<file path="config.mk">
export PLATFORM = sky130hd
export DESIGN_NAME = reg_write_queue
export DESIGN_NICKNAME = d
export VERILOG_FILES = /design/src/rtl/reg_write_queue_pkg.sv /design/src/rtl/reg_write_queue_bypass_match.sv /design/src/rtl/reg_write_queue.sv
export SDC_FILE = /design/constraint.sdc
export NUM_CORES = 1
export LEC_CHECK = 0
export BUFFER_PORTS_ARGS = -buffer_cell sky130_fd_sc_hd__buf_2
export CORE_MARGIN = 5
export CORE_UTILIZATION = 41
export DETAILED_ROUTE_END_ITERATION = 7
export RECOVER_POWER = 25
export SYNTH_ARGS = -nofsm -noshare
export SYNTH_HDL_FRONTEND = slang
export SYNTH_SLANG_ARGS = --single-unit
</file>
<file path="constraint.sdc">
create_clock -name clk -period 6.2 [get_ports clk]
set_clock_uncertainty 0.1 [all_clocks]
set_input_delay 0.62 -clock clk [delete_from_list [all_inputs] [get_ports clk]]
set_output_delay 0.62 -clock clk [all_outputs]
set_load 0.03 [all_outputs]
</file>
<file path="src/rtl/reg_write_queue_pkg.sv">
// Shared widths and entry type for the register write queue.
package reg_write_queue_pkg;

   localparam int REG_ADDR_W = 5;
   localparam int REG_DATA_W = 32;

   typedef struct packed {
      logic                  valid;
      logic [REG_ADDR_W-1:0] addr;
      logic [REG_DATA_W-1:0] data;
   } wq_entry_t;

endpackage

</file>
<file path="src/rtl/reg_write_queue_bypass_match.sv">
// Youngest-match search over the queue entries for one decode read port.
// With REG_WRITE_QUEUE_X0_FILTER_EN defined, address 0 never hits.
module wq_bypass_match
   import reg_write_queue_pkg::*;
#(
   parameter int DEPTH = 4
) (
   input  wq_entry_t [DEPTH-1:0]         entries,
   input  logic [$clog2(DEPTH)-1:0]      wr_ptr,
   input  logic [REG_ADDR_W-1:0]         addr,
   output logic                          hit,
   output logic [REG_DATA_W-1:0]         data
);

   localparam int PTR_W = $clog2(DEPTH);

   // Walk oldest to youngest starting at wr_ptr so the last match wins.
   always_comb begin
      logic [PTR_W-1:0] idx;
      idx  = '0;
      hit  = 1'b0;
      data = '0;
      for (int k = 0; k < DEPTH; k++) begin
         idx = wr_ptr + PTR_W'(k);
         if (entries[idx].valid && (entries[idx].addr == addr)) begin
            hit  = 1'b1;
            data = entries[idx].data;
         end
      end
`ifdef REG_WRITE_QUEUE_X0_FILTER_EN
      if (addr == '0) begin
         hit  = 1'b0;
         data = '0;
      end
`endif
   end

endmodule

</file>
<file path="src/rtl/reg_write_queue.sv">
// In-order register writeback queue with youngest-match decode bypass.
// Optional REG_WRITE_QUEUE_X0_FILTER_EN drops writes to register 0.
module reg_write_queue
   import reg_write_queue_pkg::*;
#(
   parameter int DEPTH  = 4,
   parameter int ADDR_W = REG_ADDR_W,
   parameter int DATA_W = REG_DATA_W
) (
   input  logic                     clk,
   input  logic                     rst,
   input  logic                     in_valid,
   output logic                     in_ready,
   input  logic [ADDR_W-1:0]        in_addr,
   input  logic [DATA_W-1:0]        in_data,
   input  logic                     hold,
   output logic                     wr_en,
   output logic [ADDR_W-1:0]        a3,
   output logic [DATA_W-1:0]        wr_data,
   input  logic [ADDR_W-1:0]        a1,
   input  logic [ADDR_W-1:0]        a2,
   output logic                     hit1,
   output logic                     hit2,
   output logic [DATA_W-1:0]        byp_data1,
   output logic [DATA_W-1:0]        byp_data2,
   output logic [$clog2(DEPTH):0]   level
);

   localparam int PTR_W = $clog2(DEPTH);
   localparam int LVL_W = PTR_W + 1;

   logic [PTR_W-1:0]  rd_ptr;
   logic [PTR_W-1:0]  wr_ptr;
   logic [DEPTH-1:0]  vld;
   logic [ADDR_W-1:0] mem_addr [DEPTH];
   logic [DATA_W-1:0] mem_data [DEPTH];
   wq_entry_t [DEPTH-1:0] entries;
   logic push;
   logic pop;

   assign in_ready = (level < LVL_W'(DEPTH));
   assign wr_en    = (level != '0) && !hold;
   assign pop      = wr_en;
   assign a3       = mem_addr[rd_ptr];
   assign wr_data  = mem_data[rd_ptr];

`ifdef REG_WRITE_QUEUE_X0_FILTER_EN
   // Register-0 writes are accepted but never allocated.
   assign push = in_valid && in_ready && (in_addr != '0);
`else
   assign push = in_valid && in_ready;
`endif

   always_ff @(posedge clk or negedge rst) begin
      if (!rst) begin
         rd_ptr <= '0;
         wr_ptr <= '0;
         level  <= '0;
         vld    <= '0;
      end else begin
         if (pop) begin
            vld[rd_ptr] <= 1'b0;
            rd_ptr      <= rd_ptr + 1'b1;
         end
         if (push) begin
            vld[wr_ptr] <= 1'b1;
            wr_ptr      <= wr_ptr + 1'b1;
         end
         case ({push, pop})
            2'b10:   level <= level + 1'b1;
            2'b01:   level <= level - 1'b1;
            default: level <= level;
         endcase
      end
   end

   // Payload storage is deliberately not reset; vld gates every use of it.
   always_ff @(posedge clk) begin
      if (push) begin
         mem_addr[wr_ptr] <= in_addr;
         mem_data[wr_ptr] <= in_data;
      end
   end

   always_comb begin
      for (int i = 0; i < DEPTH; i++) begin
         entries[i].valid = vld[i];
         entries[i].addr  = mem_addr[i];
         entries[i].data  = mem_data[i];
      end
   end

   wq_bypass_match #(.DEPTH(DEPTH)) u_match1 (
      .entries (entries),
      .wr_ptr  (wr_ptr),
      .addr    (a1),
      .hit     (hit1),
      .data    (byp_data1)
   );

   wq_bypass_match #(.DEPTH(DEPTH)) u_match2 (
      .entries (entries),
      .wr_ptr  (wr_ptr),
      .addr    (a2),
      .hit     (hit2),
      .data    (byp_data2)
   );

endmodule
</file>
==> results of run 1 <==
-- synthesized netlist by cell type (all sizes together) --
master   number  share of area
clkbuf       57          0.017
o2111ai       1        0.00070
a311oi        1        0.00070
o211ai        1        0.00060
nand3        67          0.027
and2          9         0.0045
a21o          4         0.0024
nor3         33          0.013
a211oi       31          0.030
nor2b         1        0.00050
o311a        32          0.026
buf          45          0.022
nor2         35          0.011
o31a         32          0.022
mux4        189           0.34
a31oi         1        0.00050
edfxtp      148           0.36
xor2         24          0.017
xnor2        21          0.015
fa            1         0.0016
or2           2         0.0010
nand4         2         0.0010
nand2        74          0.022
nor4          5         0.0042
inv          11         0.0033
mux2i         1        0.00080
o21ai        66          0.026
ha            9         0.0090
dfrtp        11          0.022
-- power breakdown --
group          internal (W)  switching (W)
registers           0.00137       0.000242
clock network      0.000525       0.000469
logic               0.00210        0.00287
total               0.00399        0.00358
-- cell type report --
type | instances | area, um^2
Inverter | 11 | 41.3
Fill cell | 2654 | 15800
Clock buffer | 17 | 425
Sequential cell | 159 | 4730
Clock inverter | 15 | 129
Tap cell | 390 | 488
Multi-Input combinational cell | 642 | 7300
Timing Repair Buffer | 180 | 921
-- state kept, by name (all words and copies together) (netlist names) --
register  count
rd_ptr        2
mem_addr     20
vld           4
wr_ptr        2
mem_data    128
level         3
-- metrics by stage --
stage	hold slack, ps	util
final	316	0.470
after global routing	312	0.470
after detailed placement	412	0.452
after floorplan	224	-
after CTS	280	0.471
after global placement	385	0.452
-- timing repair --
action,in CTS,in global routing
hold endpoints to repair,11,0
setup buffers,0,0
hold buffers,1,0
endpoints found under the setup margin,0,0
-- cell families (layout without fill, tap and decap cells) --
group / count (synthesis) / in the layout / share of synthesized area
AOI/OAI and AO/OA: 169 / 169 / 0.110
muxes: 190 / 190 / 0.343
and+or+nand+nor: 228 / 228 / 0.0841
buffers and inverters: 113 / 223 / 0.0427
xor gates and xnor gates: 45 / 45 / 0.0316
adders and majority gates: 10 / 10 / 0.0106
DFF: 159 / 159 / 0.378
-- critical path, cell delays in order (launching register included) --
cell	delay [ps]
dfrtp_4	400
buf_4	830
mux4_2	460
xor2_1	170
nor4_1	430
nand3_2	90
buf_4	300
and2_2	610
a211oi_1	530
buf_2	280
-- worst paths after layout --
| check | start | to | slack (ps) | cells past startpoint |
|---|---|---|---|---|
| setup / recovery | wr_ptr[1] | byp_data2[0] | 910 | 9 |
| hold / removal | in_data[19] | mem_data[1][19] | 320 | 1 |
| max in group asynchronous | rst | rd_ptr[0] | 5230 | 2 |
| hold reg to reg | level[0] | level[0] | 410 | 1 |
| setup reg to reg | wr_ptr[1] | mem_data[2][1] | 3200 | 4 |
| min in group asynchronous | rst | level[1] | 500 | 2 |
-- per-layer routing --
metal / GRT usage / up-vias
met2: 0.323 / 502
met3: 0.0462 / 77
met1: 0.298 / 4735
li1: - / 3998
met4: 0.0671 / 8
met5: 0 / -
==> summary.md, run 1 <==
| Metric | Value |
|---|---|
| Final net count | 1072 |
| Final WL | 36100 um |
| Post-layout min period | 5290 ps |
| Fmax achieved | 189 MHz |
| Cell Area, Synth | 0.0125 mm^2 |
| Detailed-route wire length per cell | 25.5 um |
| WP data required | 5480 ps |
| Critical path endpoint category | output pin |
| CTS tree | yes |
| Max layer used | met5 |
| CTS sink cnt | 159 |
| Syn_area_per_cell | 13.7 um^2 |
| Worst Tran Pin Value | 1120 ps |
| Chip width | 185 um |
| Wire length on met3 | 3220 um |
| Post-synthesis sequential area ratio | 0.378 |
| Layout Cells excl Fill | 1414 |
| Starting Density | 0.418 |
| Maxcap violations | 0 |
| Commonest non-fill, non-tap cells in the layout | mux4_2 (184), edfxtp_1 (148), buf_2 (128) |
| Share of cells above drive strength 1 | 0.408 |
| Placed cell count | 1381 |
| Gr ovfl total | 0 |
| Area grow syn2layout | 12.4% |
| RSZ-0062 raised after global routing | no |
| Row Count | 63 |
| PortBufs | 158 |
| Vert. Die Dim | 185 um |
| Post-CTS resize count | 0 |
| Die Footprint | 0.0340 mm^2 |
| Commonest non-fill, non-tap cell in the layout | mux4_2 |
| Post-route DRC | 0 |
| Pwr per Cell Area | 539 mW/mm^2 |
| CTS root buf | clkbuf_16 |
| Tcrit/Tclk final | 0.854 |
| Final worst setup slack | 906 ps |
| Max clock buf depth | 2 |
| Initial antenna violation count | 4 |
| Setup crit start kind | flip-flop |
| Design area | 0.0140 mm^2 |
| Slew Viols, Final | 0 |
| Hold crit path type | in -> reg |
| #FFs+latches synth | 159 |
| CTS Buf Count | 17 |
| Post-synthesis cell type count | 39 |
| Data arrival time of the worst path | 4570 ps |
| Dpl ws | 1410 ps |
| First DRT Iteration DRCs | 867 |
| Clk Latency, worst-skew pair | 430 ps |
| Number of I/O pins | 159 |
| Clk slew on worst S/H paths | 70 ps |
| Outcome | completed |
| N_diodes | 0 |
| Synth Instances | 914 |
| Initial DRT Pass Iterations | 6 |
| Synth Net Count | 975 |
| Total GRT Usage | 0.210 |
| Synthesis Warnings | 0 |
| Setup Viol. Count Final | 0 |
| Kind of critical path | reg -> out |
| Hold Vio Cnt, Final | 0 |
| DP Wirelength | 22900 um |
| Max-slew headroom | 0.254 |
| Tot Pwr | 0.00757 W |
| First-pass GRT wire length | 54900 um |
| Via count | 9320 |
| Number of antenna-violating nets in the routed design | 0 |
| Worst vdd ir | 0.270 mV |
| Core footprint | 0.0299 mm^2 |
| Post-DP Area | 0.0135 mm^2 |
| Pleak | 4.66 nW |
| Vias in the first global route | 9223 |
| Largest net degree at the start of global routing | 79 |
| Met1 WL | 14900 um |
| Htree depth | 4 |
| DR WL met2 | 16900 um |
| Vias per cell | 6.59 |
| Setup TNS | 0 ps |
| Gpl congestion | 0.796 |
| Peak fanout along the critical path | 78 |
No activity file was read; power rests on OpenSTA's default activity.
==> inputs of run 2 (changes only) <==
Clock period 6.2 ns to 5.73 ns, I/O delays scaled along.
==> run 2 against run 1 <==
Sequential power is 13% higher. Non-clock buffer count grew 2. First-iteration DRC count up 19%. Final area increased by 0.32%. Power grew 9.6%. Global-route usage grew 0.96 points. Clock power rose by 15%. Largest power group unchanged. Register-to-register slack worse by 680 ps. Critical path depth is the same.
==> summary.md, run 2 (synthesis gave the netlist of run 1 again) <==
| Metric | Value |
|---|---|
| Finished Core Util | 0.471 |
| Initial DRT Pass Iterations | 5 |
| Sequential cell area | 0.00473 mm^2 |
| Clk slew on worst S/H paths | 70 ps |
| Tcrit/Tclk final | 0.943 |
| Max-slew headroom | 0.308 |
| Switch share | 0.473 |
| Vias per cell | 6.65 |
| Vias in the first global route | 9289 |
| Cell Int Power | 0.00437 W |
| Number of I/O pins | 159 |
| Pwr per Cell Area | 589 mW/mm^2 |
| Maxcap violations | 0 |
| Post-route DRC | 0 |
| Number of antenna-violating nets in the routed design | 0 |
| Placed cell count | 1383 |
| Largest net degree at the start of global routing | 62 |
| Biggest registers after layout | mem_data (128), mem_addr (20), vld (4) |
| Logic gate share of total power | 0.643 |
| Critical path endpoint category | output pin |
| Setup crit start kind | flip-flop |
| Htree depth | 4 |
| Final WL | 37500 um |
| CTS sink cnt | 159 |
| Worst-path cell with the longest stage delay | nand3_2 |
| Final net count | 1074 |
| Data arrival time of the worst path | 4730 ps |
| Worst Hold Endpoint | mem_data[1][12] |
| First DRT Iteration DRCs | 1029 |
| DP Wirelength | 24300 um |
| RSZ-0062 raised after global routing | no |
| N_diodes | 0 |
| Crit-path cells | buf_4 > mux4_2 > xor2_1 > nor4_1 > nand3_2 > buf_4 > o311a_1 > o21ai_1 > buf_2 |
| Initial antenna violation count | 2 |
| WP buf/inv | 3 |
| Delay-heaviest family, CP | simple AND/OR/NAND/NOR gates |
| Worst Tran Pin Value | 1040 ps |
| Hold crit path type | in -> reg |
| Hold Path Stages | 1 |
| Via count | 9411 |
| Gr ovfl total | 0 |
| HP Start | in_data[12] |
| PortBufs | 158 |
| Detailed-route wire length per cell | 26.5 um |
| Chip width | 185 um |
| Setup TNS | 0 ps |
| Peak fanout along the critical path | 44 |
| First-pass GRT wire length | 57400 um |
| Row Count | 63 |
| Layout fillers | 2636 |
| FF-to-FF setup slack | 2520 ps |
| CTS tree | yes |
| CTS Buf Count | 17 |
| Hold Vio Cnt, Final | 0 |
| CP max stage delay | 870 ps |
| Fmax achieved | 185 MHz |
| Switch Pwr | 0.00392 W |
| Worst vdd ir | 0.358 mV |
| FF-to-FF End | mem_data[1][14] |
| Kind of critical path | reg -> out |
| Area grow syn2layout | 12.8% |
| WP data required | 5060 ps |
| Starting Density | 0.418 |
| Max clock buf depth | 2 |
| Sequential power share | 0.220 |
| Commonest non-fill, non-tap cells in the layout | mux4_2 (184), edfxtp_1 (148), buf_2 (129) |
| Top reg by flops | mem_data |
| R2R depth | 4 |
| Setup Viol. Count Final | 0 |
| Slew Viols, Final | 0 |
| Layout Cells excl Fill | 1416 |
| Die Footprint | 0.0340 mm^2 |
| Vert. Die Dim | 185 um |
| Largest register FFs | 128 |
| Multi-input combinational cell area | 0.00730 mm^2 |
| Core footprint | 0.0299 mm^2 |
| Post-layout min period | 5400 ps |
| Clock share of power | 0.138 |
| Share of cells above drive strength 1 | 0.410 |
| Worst r2r src | wr_ptr[0] |
| Pleak | 4.69 nW |
| Total GRT Usage | 0.219 |
| Outcome | completed |
| Clk Latency, worst-skew pair | 430 ps |
| CTS root buf | clkbuf_16 |
| Gpl congestion | 0.802 |
| Commonest non-fill, non-tap cell in the layout | mux4_2 |
| CP most frequent cell | buf_4 |
run 2: worst register-to-register path, delay by kind of cell (launching register included):
| family | cells | cell delay [ps] |
|---|---|---|
| buffers and inverters | 2 | 1300 |
| and+or+nand+nor | 1 | 550 |
| DFF | 1 | 630 |
| adders and majority gates | 1 | 270 |
run 2: power groups by stage:
stage / logic (W) / clock network [W] / registers, W
after floorplan: 0.00427 / 0 / 0.00163
after detailed placement: 0.00533 / 0 / 0.00185
after global placement: 0.00531 / 0 / 0.00184
after CTS: 0.00537 / 0.00116 / 0.00183
final: 0.00533 / 0.00114 / 0.00182
after global routing: 0.00568 / 0.00120 / 0.00187
run 2: metal layers:
| metal | routed length (um) | global-route usage | vias to the layer above |
|---|---|---|---|
| li1 | - | - | 3992 |
| met2 | 18400 | 0.355 | 510 |
| met3 | 3040 | 0.0450 | 56 |
| met5 | 27 | 0 | - |
| met1 | 15300 | 0.308 | 4849 |
| met4 | 730 | 0.0509 | 4 |
run 2: layout make-up:
type,instances,share of cell area
multi-input cells,642,0.518
flip-flops and latches,159,0.336
repair buffers,182,0.0666
well taps,390,0.0347
clock buffers,18,0.0312
clock inverters,14,0.0102
inverters,11,0.00293
run 2: stage by stage:
| stage | hold slack [ps] | cell area (um^2) | setup WS [ps] | power (W) |
|---|---|---|---|---|
| final | 269 | 14100 | 327 | 0.00829 |
| after global routing | 260 | 14100 | 175 | 0.00875 |
| after CTS | 238 | 14100 | 351 | 0.00835 |
| after detailed placement | 368 | 13500 | 823 | 0.00718 |
| after global placement | 370 | 13500 | 856 | 0.00715 |
| after floorplan | 177 | 12500 | 304 | 0.00590 |
run 2: worst max path at each step:
stage	slack, ps	endpoint	cells after the start	startpoint
floorplan	300	byp_data2[30]	16	wr_ptr[1]
global placement	860	byp_data1[4]	9	wr_ptr[0]
detailed placement	820	byp_data1[4]	9	wr_ptr[0]
CTS	350	byp_data1[4]	9	wr_ptr[0]
global route	180	byp_data1[4]	9	wr_ptr[0]
finish	330	byp_data1[4]	9	wr_ptr[0]
run 2: what timing repair did:
item | 4_1_cts | 5_1_grt
resized for setup | 0 | 0
hold buffers | 1 | 0
buffers inserted | 0 | 0
endpoints found under the hold margin | 11 | 0
